===== src/rtl/phase_timer_ctrl.sv =====
// Phase duration sequencer: loads a per-phase time on each FSM phase change,
// counts it down in prescaled seconds and pulses the matching end strobe.
module phase_timer_ctrl #(
  parameter int TICK_DIV = 50_000_000,
  parameter int CNT_W    = 7,
  parameter int G_DEF    = 25,
  parameter int Y_DEF    = 3,
  parameter int R_DEF    = 2
) (
  input  logic             clk,
  input  logic             rst_n,
  input  logic             fsm_g,
  input  logic             fsm_y,
  input  logic             fsm_r,
  input  logic             hold,
  input  logic             cfg_we,
  input  logic [1:0]       cfg_sel,
  input  logic [CNT_W-1:0] cfg_data,
  output logic             g_end,
  output logic             y_end,
  output logic             r_end,
  output logic [CNT_W-1:0] remain,
  output logic             tick_1s,
  output logic             phase_err
);

  localparam int PW = (TICK_DIV > 1) ? $clog2(TICK_DIV) : 1;
  localparam logic [PW-1:0] PMAX = PW'(TICK_DIV - 1);

  localparam logic [1:0] S_IDLE = 2'd0;
  localparam logic [1:0] S_RUN  = 2'd1;
  localparam logic [1:0] S_DONE = 2'd2;

  logic [1:0]       state_q, state_d;
  logic [PW-1:0]    presc_q, presc_d;
  logic [CNT_W-1:0] remain_q, remain_d;
  logic [2:0]       phase_q, phase_d;
  logic [2:0]       end_q, end_d;
  logic             tick_q, tick_d;
  logic             err_q, err_d;
  logic [CNT_W-1:0] g_dur_q, y_dur_q, r_dur_q;

  logic [2:0]       p;
  logic             onehot;
  logic [1:0]       p_idx;
  logic [CNT_W-1:0] cfg_clamp;
  logic [CNT_W-1:0] shadow;
  logic [CNT_W-1:0] ld_dur;

  assign p      = {fsm_g, fsm_y, fsm_r};
  assign onehot = (p == 3'b100) || (p == 3'b010) || (p == 3'b001);

  assign cfg_clamp = (cfg_data == '0) ? CNT_W'(1) : cfg_data;

  always_comb begin
    p_idx  = 2'd3;
    shadow = r_dur_q;
    if (fsm_g) begin
      p_idx  = 2'd0;
      shadow = g_dur_q;
    end else if (fsm_y) begin
      p_idx  = 2'd1;
      shadow = y_dur_q;
    end else if (fsm_r) begin
      p_idx  = 2'd2;
      shadow = r_dur_q;
    end
  end

  // A write landing on the load edge of the same phase is used immediately
  assign ld_dur = (cfg_we && cfg_sel == p_idx) ? cfg_clamp : shadow;

  always_comb begin
    state_d  = state_q;
    presc_d  = presc_q;
    remain_d = remain_q;
    end_d    = 3'b000;
    tick_d   = 1'b0;
    err_d    = !onehot;
    phase_d  = onehot ? p : 3'b000;
    if (!onehot) begin
      state_d  = S_IDLE;
      remain_d = '0;
      presc_d  = '0;
    end else if (p != phase_q) begin
      state_d  = S_RUN;
      remain_d = ld_dur;
      presc_d  = '0;
    end else if (state_q == S_RUN && !hold) begin
      if (presc_q == PMAX) begin
        presc_d  = '0;
        tick_d   = 1'b1;
        remain_d = remain_q - CNT_W'(1);
        if (remain_q == CNT_W'(1)) begin
          end_d   = phase_q;
          state_d = S_DONE;
        end
      end else begin
        presc_d = presc_q + PW'(1);
      end
    end
  end

  always_ff @(posedge clk) begin
    if (!rst_n) begin
      state_q  <= S_IDLE;
      presc_q  <= '0;
      remain_q <= '0;
      phase_q  <= 3'b000;
      end_q    <= 3'b000;
      tick_q   <= 1'b0;
      err_q    <= 1'b0;
      g_dur_q  <= CNT_W'(G_DEF);
      y_dur_q  <= CNT_W'(Y_DEF);
      r_dur_q  <= CNT_W'(R_DEF);
    end else begin
      state_q  <= state_d;
      presc_q  <= presc_d;
      remain_q <= remain_d;
      phase_q  <= phase_d;
      end_q    <= end_d;
      tick_q   <= tick_d;
      err_q    <= err_d;
      if (cfg_we && cfg_sel == 2'd0) g_dur_q <= cfg_clamp;
      if (cfg_we && cfg_sel == 2'd1) y_dur_q <= cfg_clamp;
      if (cfg_we && cfg_sel == 2'd2) r_dur_q <= cfg_clamp;
    end
  end

  assign g_end     = end_q[2];
  assign y_end     = end_q[1];
  assign r_end     = end_q[0];
  assign remain    = remain_q;
  assign tick_1s   = tick_q;
  assign phase_err = err_q;

endmodule


===== config.mk =====
export PLATFORM = sky130hd
export DESIGN_NAME = phase_timer_ctrl
export DESIGN_NICKNAME = d
export VERILOG_FILES = /design/src/rtl/phase_timer_ctrl.sv
export SDC_FILE = /design/constraint.sdc
export NUM_CORES = 1
export LEC_CHECK = 0
export ABC_AREA = 1
export BUFFER_PORTS_ARGS = -buffer_cell sky130_fd_sc_hd__buf_2
export CORE_ASPECT_RATIO = 0.75
export CORE_UTILIZATION = 64
export CTS_CLUSTER_SIZE = 24
export DETAILED_ROUTE_END_ITERATION = 8
export GPL_TIMING_DRIVEN = 0
export PLACE_DENSITY_LB_ADDON = 0.12
export SYNTH_ARGS = -nofsm -noshare
export SYNTH_HDL_FRONTEND = slang
export SYNTH_SLANG_ARGS = --single-unit

===== constraint.sdc =====
create_clock -name clk -period 4.5 [get_ports clk]
set_input_delay 0.9 -clock clk [delete_from_list [all_inputs] [get_ports clk]]
set_output_delay 0.9 -clock clk [all_outputs]
set_load 0.01 [all_outputs]

==> results of run 1 <==
## final timing paths
path	endpoint	slack, ns	depth (start not counted)
worst max register to register	remain[2]$_SDFFE_PN0P_	2.81	10
worst min register to register	y_dur_q[4]$_SDFFE_PN0P_	0.45	2
worst max-delay path	r_dur_q[0]$_SDFFE_PN0P_	2.37	7
worst min-delay path	y_dur_q[4]$_SDFFE_PN0P_	0.45	2
## cell usage in the layout, fill, tap and decap left out, drive strengths merged, types with 2 or more instances in the layout
cell and instances:
a21oi 17, xnor2 9, nand2 132, buf 30, nor2 91, clkbuf 18, ha 3, nor3b 5
xor2 6, dfxtp 64, nor3 14, nand3b 4, nand4 9, or2 2, clkinv 2, inv 66
o21ai 33, nand3 37
## metrics by stage
step / std cells / util
CTS: 618 / 0.763
global route: 618 / 0.763
global placement: 602 / 0.723
detailed placement: 602 / 0.723
floorplan: 504 / -
finish: 618 / 0.763
## cell families (layout without fill, tap and decap cells)
logic type | Yosys count | after routing | synth area share
AND/OR/NAND/NOR | 295 | 295 | 0.404
flip-flops | 64 | 64 | 0.377
buffers and inverters | 75 | 117 | 0.0901
XOR/XNOR | 15 | 15 | 0.0386
adder cells (fa/ha/maj) | 3 | 3 | 0.0110
multiplexers | 1 | 1 | 0.00294
AO/OA/AOI/OAI | 51 | 51 | 0.0765
## registers in the layout, indices dropped and copies added (netlist names)
signal     flops
phase_err      1
remain         7
y_dur_q        7
end_q          3
g_dur_q        7
state_q        2
phase_q        3
r_dur_q        7
presc_q       26
tick_1s        1
## cells in the mapped netlist
| cell | count | area (sq um) |
|---|---|---|
| nor3b_1 | 5 | 37.5 |
| nor2_2 | 4 | 25.0 |
| clkbuf_1 | 5 | 18.8 |
| a21oi_1 | 16 | 80.1 |
| o21ai_0 | 32 | 160 |
| nand2_2 | 7 | 43.8 |
| buf_4 | 2 | 15.0 |
| mux2i_1 | 1 | 10.0 |
| o21ai_1 | 1 | 5.00 |
| xor2_1 | 6 | 52.6 |
| nand4_1 | 8 | 50.1 |
| a31oi_1 | 1 | 6.26 |
| dfxtp_1 | 64 | 1280 |
| nor3_1 | 11 | 55.1 |
| nor4_1 | 1 | 6.26 |
| buf_6 | 2 | 22.5 |
| nor2_4 | 4 | 45.0 |
| inv_2 | 3 | 11.3 |
| nand2_4 | 1 | 11.3 |
| nor3_2 | 2 | 20.0 |
| ha_1 | 3 | 37.5 |
| nor3_4 | 1 | 16.3 |
| nand4_2 | 1 | 12.5 |
| nand3b_1 | 4 | 30.0 |
| nand3_4 | 3 | 52.6 |
| inv_1 | 62 | 233 |
| xnor2_1 | 9 | 78.8 |
| nor2_1 | 83 | 312 |
| or2_0 | 1 | 6.26 |
| nand3_2 | 2 | 20.0 |
| inv_4 | 1 | 6.26 |
| a21oi_2 | 1 | 8.76 |
| or2_2 | 1 | 6.26 |
| nand3_1 | 32 | 160 |
| nand2_1 | 124 | 465 |
## routing by layer
| layer | vias to the layer above | share of wire |
|---|---|---|
| met4 | 0 | 0.015 |
| met1 | 1553 | 0.47 |
| met3 | 15 | 0.087 |
| li1 | 1666 | - |
| met5 | - | 0 |
| met2 | 151 | 0.43 |
## layout make-up
cell class | count | area [sq um] | share of cell area
multi-input cells | 365 | 1810 | 0.475
flip-flops and latches | 64 | 1280 | 0.335
inverters | 66 | 250 | 0.0655
clock buffers | 13 | 159 | 0.0416
repair buffers | 26 | 130 | 0.0341
well taps | 72 | 90.1 | 0.0236
plain buffers | 9 | 56.3 | 0.0147
clock inverters | 3 | 40.0 | 0.0105
## worst reg2reg max path, delay by kind of cell (launching register included)
kind	cells	cell delay [ns]
buffers and inverters	2	0.20
DFF	1	0.46
and+or+nand+nor	8	0.90
## power by group
part	switching, mW	leakage [nW]	internal (mW)
logic	0.0866	1.02	0.0452
registers	0.00958	0.520	0.582
clock network	0.216	0.103	0.284
total	0.313	1.64	0.912
==> results.yml, run 1 <==
critical_path:
  critical_path.top_delay_family: "simple AND/OR/NAND/NOR gates"
  cp_num_buf_inv: 4
  crit_required_ns: 4.80
  cpMostUsedCell: "inv_1"
  cp-start-kind: "input port"
  path_cells: "buf_2 > inv_1 > nor3_1 > inv_1 > a21oi_1 > o21ai_0 > inv_1"
  cp_max_fo: 8
  reg2reg_from: "presc_q[12]$_SDFFE_PP0P_"
  worstPathArrival_ns: 2.43
  worst_path_max_delay_cell: "nor3_1"
  timing.critical_path.from: "cfg_sel[1]"
  cpPeakStageDelay_ns: 0.64
  path_class: "input port to register"
  cp-end-kind: "register"
yosys:
  ys_seq_elements: 64
  synth_area_sq_um: 3400
  seq_area_frac_synth: 0.377
  postSynthAreaPerCell_sq_um: 6.75
  yosysWarnings: 0
  syn_nets: 523
  synth.distinct_cells: 35
  synthCells: 504
power:
  p_per_area_nw_per_um2: 321
  ir_drop_v: 0.000254
  power_mw: 1.22
  p_leak_nw: 1.64
grt:
  gr-usage-met3: 0.0930
  top_usage_layer: "met2"
  grt_pass1_wl_mm: 14.2
  track_usage: 0.331
  use_met1: 0.460
  grt_max_degree: 11
  grt_antenna_before_repair: 0
  use_met2: 0.486
  grt_pass1_vias: 3141
  grt.overflow.total: 0
cts:
  cts_buffer_depth: 2
  cts_buffers: 9
  cts_tree: "built"
  cts_resized: 0
  postCtsSetupBuffers: 0
  cts-hold-fix-buffers: 0
  clk_pin_slew_ns: 0.07
  cts_num_sinks: 64
  htreeDepth: 3
  cts_root_buf: "clkbuf_8"
  insertion_delay_ns: 0.36
job:
  drv_cap: 0
sta:
  maxSlewHeadroom: 0.399
  drv_slew: 0
  finalCriticalPeriod_ns: 2.13
  period_share: 0.473
  finalSetupViolCount: 0
  rsz0062_at_grt: "no"
  setup_ws_ns: 2.37
  fmax_ghz: 0.470
  skew_ns: 0.00681
  fin_setup_tns_ns: 0
  fin_hold_ws_ns: 0.453
  tightest_slew_ns: 0.894
  hold_viol: 0
die:
  die-width_microns: 86.2
  boundaryPins: 28
  num_rows: 22
  die_area_sq_um: 5610
  start_util: 0.679
  coreArea_sq_um: 5010
  die_h_microns: 65.1
placed_design:
  routabilityCongestion: 0.925
  io_buffers: 26
  placed_area_sq_um: 3620
  pre_cts_slack_ns: 2.07
  dpl.hpwl_mm: 6.15
finish:
  layout.nets: 560
  design_area_sq_um: 3820
  syn2layout_area_growth_pct: 12.3
  n_fill_cell: 417
  diodes: 0
  drive_gt1_frac: 0.137
hold_path:
  worstHoldStart: "y_dur_q[4]$_SDFFE_PN0P_"
  hp-class: "register to register"
drt:
  drc: 0
  postRouteAntennaNets: 0
  finalWirelength_mm: 8.30
  drt-pass1-iter-count: 5
  vias: 3385
  via_per_inst: 5.48
  drt_iter0_drc: 346
  wl_per_cell_microns: 13.4
run_status:
  status: "finished, final reports clean"
(Power assumes the default switching activity.)
==> inputs of run 2 (changes only) <==
--- a/config.mk
+++ b/config.mk
@@ -8,7 +8,7 @@
 export ABC_AREA = 1
 export BUFFER_PORTS_ARGS = -buffer_cell sky130_fd_sc_hd__buf_2
 export CORE_ASPECT_RATIO = 0.75
-export CORE_UTILIZATION = 64
+export CORE_UTILIZATION = 54
 export CTS_CLUSTER_SIZE = 24
 export DETAILED_ROUTE_END_ITERATION = 8
 export GPL_TIMING_DRIVEN = 0
==> constraint.sdc (replaced) <==
create_clock -name clk -period 1.72 [get_ports clk]
set_input_delay 0.344 -clock clk [delete_from_list [all_inputs] [get_ports clk]]
set_output_delay 0.344 -clock clk [all_outputs]
set_load 0.01 [all_outputs]
==> results.yml, run 2 (synthesized netlist as in run 1, its figures left out) <==
finish:
  diodes: 0
  layout.nets: 561
  syn2layout_area_growth_pct: 14.2
  layout_commonest_cell: "nand2_1"
  largest_register_ffs: 26
  drive_gt1_frac: 0.161
  largest-register: "presc_q"
  layout_common_cells: "nand2_1, nor2_1, inv_1"
sta:
  hold_viol: 0
  maxSlewHeadroom: 0.634
  skew_ns: 0.00807
  tightest_slew_ns: 0.546
  fmax_ghz: 0.619
  period_share: 0.939
  fin_setup_tns_ns: 0
  finalCriticalPeriod_ns: 1.61
  rsz0062_at_grt: "no"
  fin_hold_ws_ns: 0.278
  drv_slew: 0
  finalSetupViolCount: 0
drt:
  finalWirelength_mm: 8.14
  postRouteAntennaNets: 0
  wl_per_cell_microns: 13.0
  vias: 3265
  drt_iter0_drc: 209
  drt-pass1-iter-count: 5
  via_per_inst: 5.23
  drc: 0
critical_path:
  cp-start-kind: "register"
  path_class: "register to register"
  worstPathArrival_ns: 1.84
  cp_max_fo: 10
  cp-end-kind: "register"
  crit_required_ns: 1.95
cts:
  cts_root_buf: "clkbuf_8"
  cts_tree: "built"
  cts_num_sinks: 64
  cts_buffer_depth: 2
  cts_buffers: 9
  insertion_delay_ns: 0.34
  clk_pin_slew_ns: 0.07
  htreeDepth: 3
placed_design:
  io_buffers: 26
  dpl.hpwl_mm: 6.05
  routabilityCongestion: 0.870
power:
  p_int_mw: 2.34
  p_leak_nw: 1.65
  p_per_area_nw_per_um2: 813
  switching_power_mw: 0.821
  swShare: 0.260
  pwr-share-comb: 0.108
  p_seq_frac: 0.490
  ir_drop_v: 0.000487
  clockPowerShare: 0.401
die:
  coreArea_sq_um: 5950
  start_util: 0.572
  die_h_microns: 70.7
  die-width_microns: 93.7
  boundaryPins: 28
  die_area_sq_um: 6620
  num_rows: 24
grt:
  grt.overflow.total: 0
  grt_antenna_before_repair: 0
  grt_max_degree: 11
  grt_pass1_wl_mm: 13.7
  track_usage: 0.268
  grt_pass1_vias: 2919
run_status:
  status: "finished, final reports clean"
job:
  drv_cap: 0
hold_path:
  hp-class: "input port to register"
run 2: cell types whose count changed in the layout (fill, tap and decap cells not counted), sizes merged:
| cell | previous run | this run |
|---|---|---|
| buf | 30 | 31 |
| clkinv | 2 | 3 |
| clkbuf | 18 | 16 |
run 2: worst paths after layout:
kind / startpoint / end / slack (ns) / cells past startpoint
hold reg to reg: y_dur_q[4]$_SDFFE_PN0P_ / y_dur_q[4]$_SDFFE_PN0P_ / 0.45 / 2
setup reg to reg: presc_q[2]$_SDFFE_PP0P_ / presc_q[23]$_SDFFE_PP0P_ / 0.11 / 10
setup / recovery: presc_q[2]$_SDFFE_PP0P_ / presc_q[23]$_SDFFE_PP0P_ / 0.11 / 10
hold / removal: cfg_data[1] / r_dur_q[1]$_SDFFE_PN1P_ / 0.28 / 3
run 2: power by group through the flow:
stage | clock network [mW] | logic (mW) | registers [mW]
floorplan | 0 | 0.227 | 1.58
global placement | 0 | 0.327 | 1.58
detailed placement | 0 | 0.335 | 1.58
CTS | 1.29 | 0.336 | 1.55
global route | 1.35 | 0.388 | 1.55
finish | 1.27 | 0.341 | 1.55
run 2: layout make-up:
cell class | instances | area, sq um
inverters | 66 | 250
clock buffers | 11 | 141
plain buffers | 9 | 56.3
well taps | 78 | 97.6
fillers | 581 | 2060
flip-flops and latches | 64 | 1290
repair buffers | 27 | 138
clock inverters | 4 | 45.0
multi-input cells | 365 | 1870
run 2: repair_timing:
action,in CTS,in global routing
resized for setup,0,17
setup endpoints to repair,0,32
setup buffers,0,1
hold buffers,0,0
run 2: stage by stage:
stage	setup WS [ns]	std cells	area (sq um)	utilization	total power, mW
3_5_place_dp	-0.146	608	3630	0.610	1.92
3_3_place_gp	-0.137	608	3630	0.610	1.91
4_1_cts	0.0305	623	3820	0.642	3.18
5_1_grt	0.00129	624	3880	0.653	3.29
2_1_floorplan	0.287	504	3400	-	1.81
6_report	0.105	624	3880	0.653	3.16
run 2: critical path, cell delays in order (launching register included):
cell and delay (ns):
dfxtp_1 0.38, nand2_1 0.10, nor2_4 0.16, nand2_2 0.09, nor2_4 0.19, nand3_4 0.14, nand3_4 0.12, inv_2 0.06
buf_6 0.14, nand2_1 0.07, nor2_1 0.04
run 2: per-layer routing:
| layer | share of wire | GRT usage |
|---|---|---|
| met5 | 0 | 0 |
| met4 | 0.0065 | 0.0752 |
| met3 | 0.061 | 0.0581 |
| met2 | 0.40 | 0.377 |
| met1 | 0.53 | 0.408 |
==> inputs of run 3 (changes only) <==
--- a/config.mk
+++ b/config.mk
@@ -13,6 +13,7 @@
 export DETAILED_ROUTE_END_ITERATION = 8
 export GPL_TIMING_DRIVEN = 0
 export PLACE_DENSITY_LB_ADDON = 0.12
+export RECOVER_POWER = 100
 export SYNTH_ARGS = -nofsm -noshare
 export SYNTH_HDL_FRONTEND = slang
 export SYNTH_SLANG_ARGS = --single-unit
==> results.yml, run 3 (synthesized netlist as in run 1, its figures left out) <==
critical_path:
  cpPeakStageDelay_ns: 0.38
  path_class: "register to register"
  path_cells: "nand2_1 > nor2_4 > nand2_2 > nor2_4 > nand3_4 > nand3_4 > inv_2 > buf_6 > nand2_1 > nor2_1"
  cp-start-kind: "register"
  crit_required_ns: 1.95
  worstPathArrival_ns: 1.84
  cp-end-kind: "register"
  worst_path_max_delay_cell: "dfxtp_1"
  cp_max_fo: 10
job:
  drv_cap: 0
drt:
  drt_iter0_drc: 209
  wl_per_cell_microns: 13.1
  finalWirelength_mm: 8.15
  via_per_inst: 5.24
  postRouteAntennaNets: 0
  drc: 0
  drt-pass1-iter-count: 5
  vias: 3267
die:
  coreArea_sq_um: 5950
  start_util: 0.572
  die_area_sq_um: 6620
  die-width_microns: 93.7
  boundaryPins: 28
  die_h_microns: 70.7
  num_rows: 24
cts:
  cts_root_buf: "clkbuf_8"
  clk_pin_slew_ns: 0.07
  cts_buffer_depth: 2
  cts_buffers: 9
  insertion_delay_ns: 0.34
  cts_num_sinks: 64
  cts_tree: "built"
  htreeDepth: 3
power:
  p_leak_nw: 1.59
  power_mw: 3.15
  ir_drop_v: 0.000487
  p_seq_frac: 0.492
  switching_power_mw: 0.816
  swShare: 0.259
  p_int_mw: 2.33
  p_per_area_nw_per_um2: 815
  pwr-share-comb: 0.107
  clockPowerShare: 0.401
sta:
  fin_hold_ws_ns: 0.281
  finalSetupViolCount: 0
  fmax_ghz: 0.620
  skew_ns: 0.00932
  drv_slew: 0
  tightest_slew_ns: 0.538
  maxSlewHeadroom: 0.639
  hold_viol: 0
  period_share: 0.938
  rsz0062_at_grt: "no"
  finalCriticalPeriod_ns: 1.61
  fin_setup_tns_ns: 0
finish:
  layout.nets: 561
  layout_common_cells: "nand2_1, nor2_1, inv_1"
  syn2layout_area_growth_pct: 13.5
  diodes: 0
  largest_register_ffs: 26
  drive_gt1_frac: 0.128
  layout_commonest_cell: "nand2_1"
  final_cells: 624
  largest-register: "presc_q"
  utilization: 0.649
run_status:
  status: "finished, final reports clean"
placed_design:
  routabilityCongestion: 0.870
  dp_cells: 608
  io_buffers: 26
  dpl.hpwl_mm: 6.05
grt:
  grt_pass1_wl_mm: 13.7
  grt.overflow.total: 0
  grt_max_degree: 11
  grt_pass1_vias: 2919
  track_usage: 0.268
  grt_antenna_before_repair: 0
hold_path:
  hp-class: "input port to register"
## run 3: changes by cell type in the layout (fill, tap and decap cells not counted)
cell      before  now
inv_2          3    2
nand2_2        8    6
clkbuf_4       0    1
buf_2         26   11
nand2_1      123  125
buf_4          3    2
clkbuf_1       6   21
inv_1         62   63
## run 3: metal layers
metal | wire (microns) | GRT usage | share of wire
met2 | 3250 | 0.377 | 0.40
met1 | 4380 | 0.408 | 0.54
met5 | 0 | 0 | 0
met3 | 457 | 0.0581 | 0.056
met4 | 70 | 0.0752 | 0.0086
## run 3: final timing paths
check / depth (start not counted) / slack [ns] / end / startpoint
min: 3 / 0.28 / r_dur_q[1]$_SDFFE_PN1P_ / cfg_data[1]
max: 10 / 0.11 / presc_q[23]$_SDFFE_PP0P_ / presc_q[2]$_SDFFE_PP0P_
min reg2reg: 2 / 0.45 / y_dur_q[4]$_SDFFE_PN0P_ / y_dur_q[4]$_SDFFE_PN0P_
max reg2reg: 10 / 0.11 / presc_q[23]$_SDFFE_PP0P_ / presc_q[2]$_SDFFE_PP0P_
## run 3: through the flow
stage               worst slack [ns]  area, sq um
floorplan                      0.287         3400
global placement              -0.137         3630
detailed placement            -0.146         3630
CTS                           0.0305         3820
global route                0.000321         3860
finish                         0.106         3860
## run 3: final cells by class
cell class	instances	area, sq um
Multi-Input combinational cell	365	1870
Fill cell	586	2080
Buffer	9	56.3
Clock inverter	4	45.0
Timing Repair Buffer	27	119
Tap cell	78	97.6
Sequential cell	64	1290
Clock buffer	11	141
Inverter	66	250
## run 3: timing repair
item | in CTS | in global routing
setup endpoints to repair | 0 | 32
buffers inserted | 0 | 1
gates resized for setup | 0 | 17
hold buffers | 0 | 0
## run 3: critical path: cells and delay by family, from the launching register on
family	cells	cell delay (ns)
flip-flops	1	0.38
buffers and inverters	2	0.20
AND/OR/NAND/NOR	8	0.91
## run 3: power by group through the flow
stage	clock (mW)	sequential, mW	combinational (mW)
floorplan	0	1.58	0.227
global placement	0	1.58	0.327
detailed placement	0	1.58	0.335
CTS	1.29	1.55	0.336
global route	1.35	1.55	0.381
finish	1.26	1.55	0.336
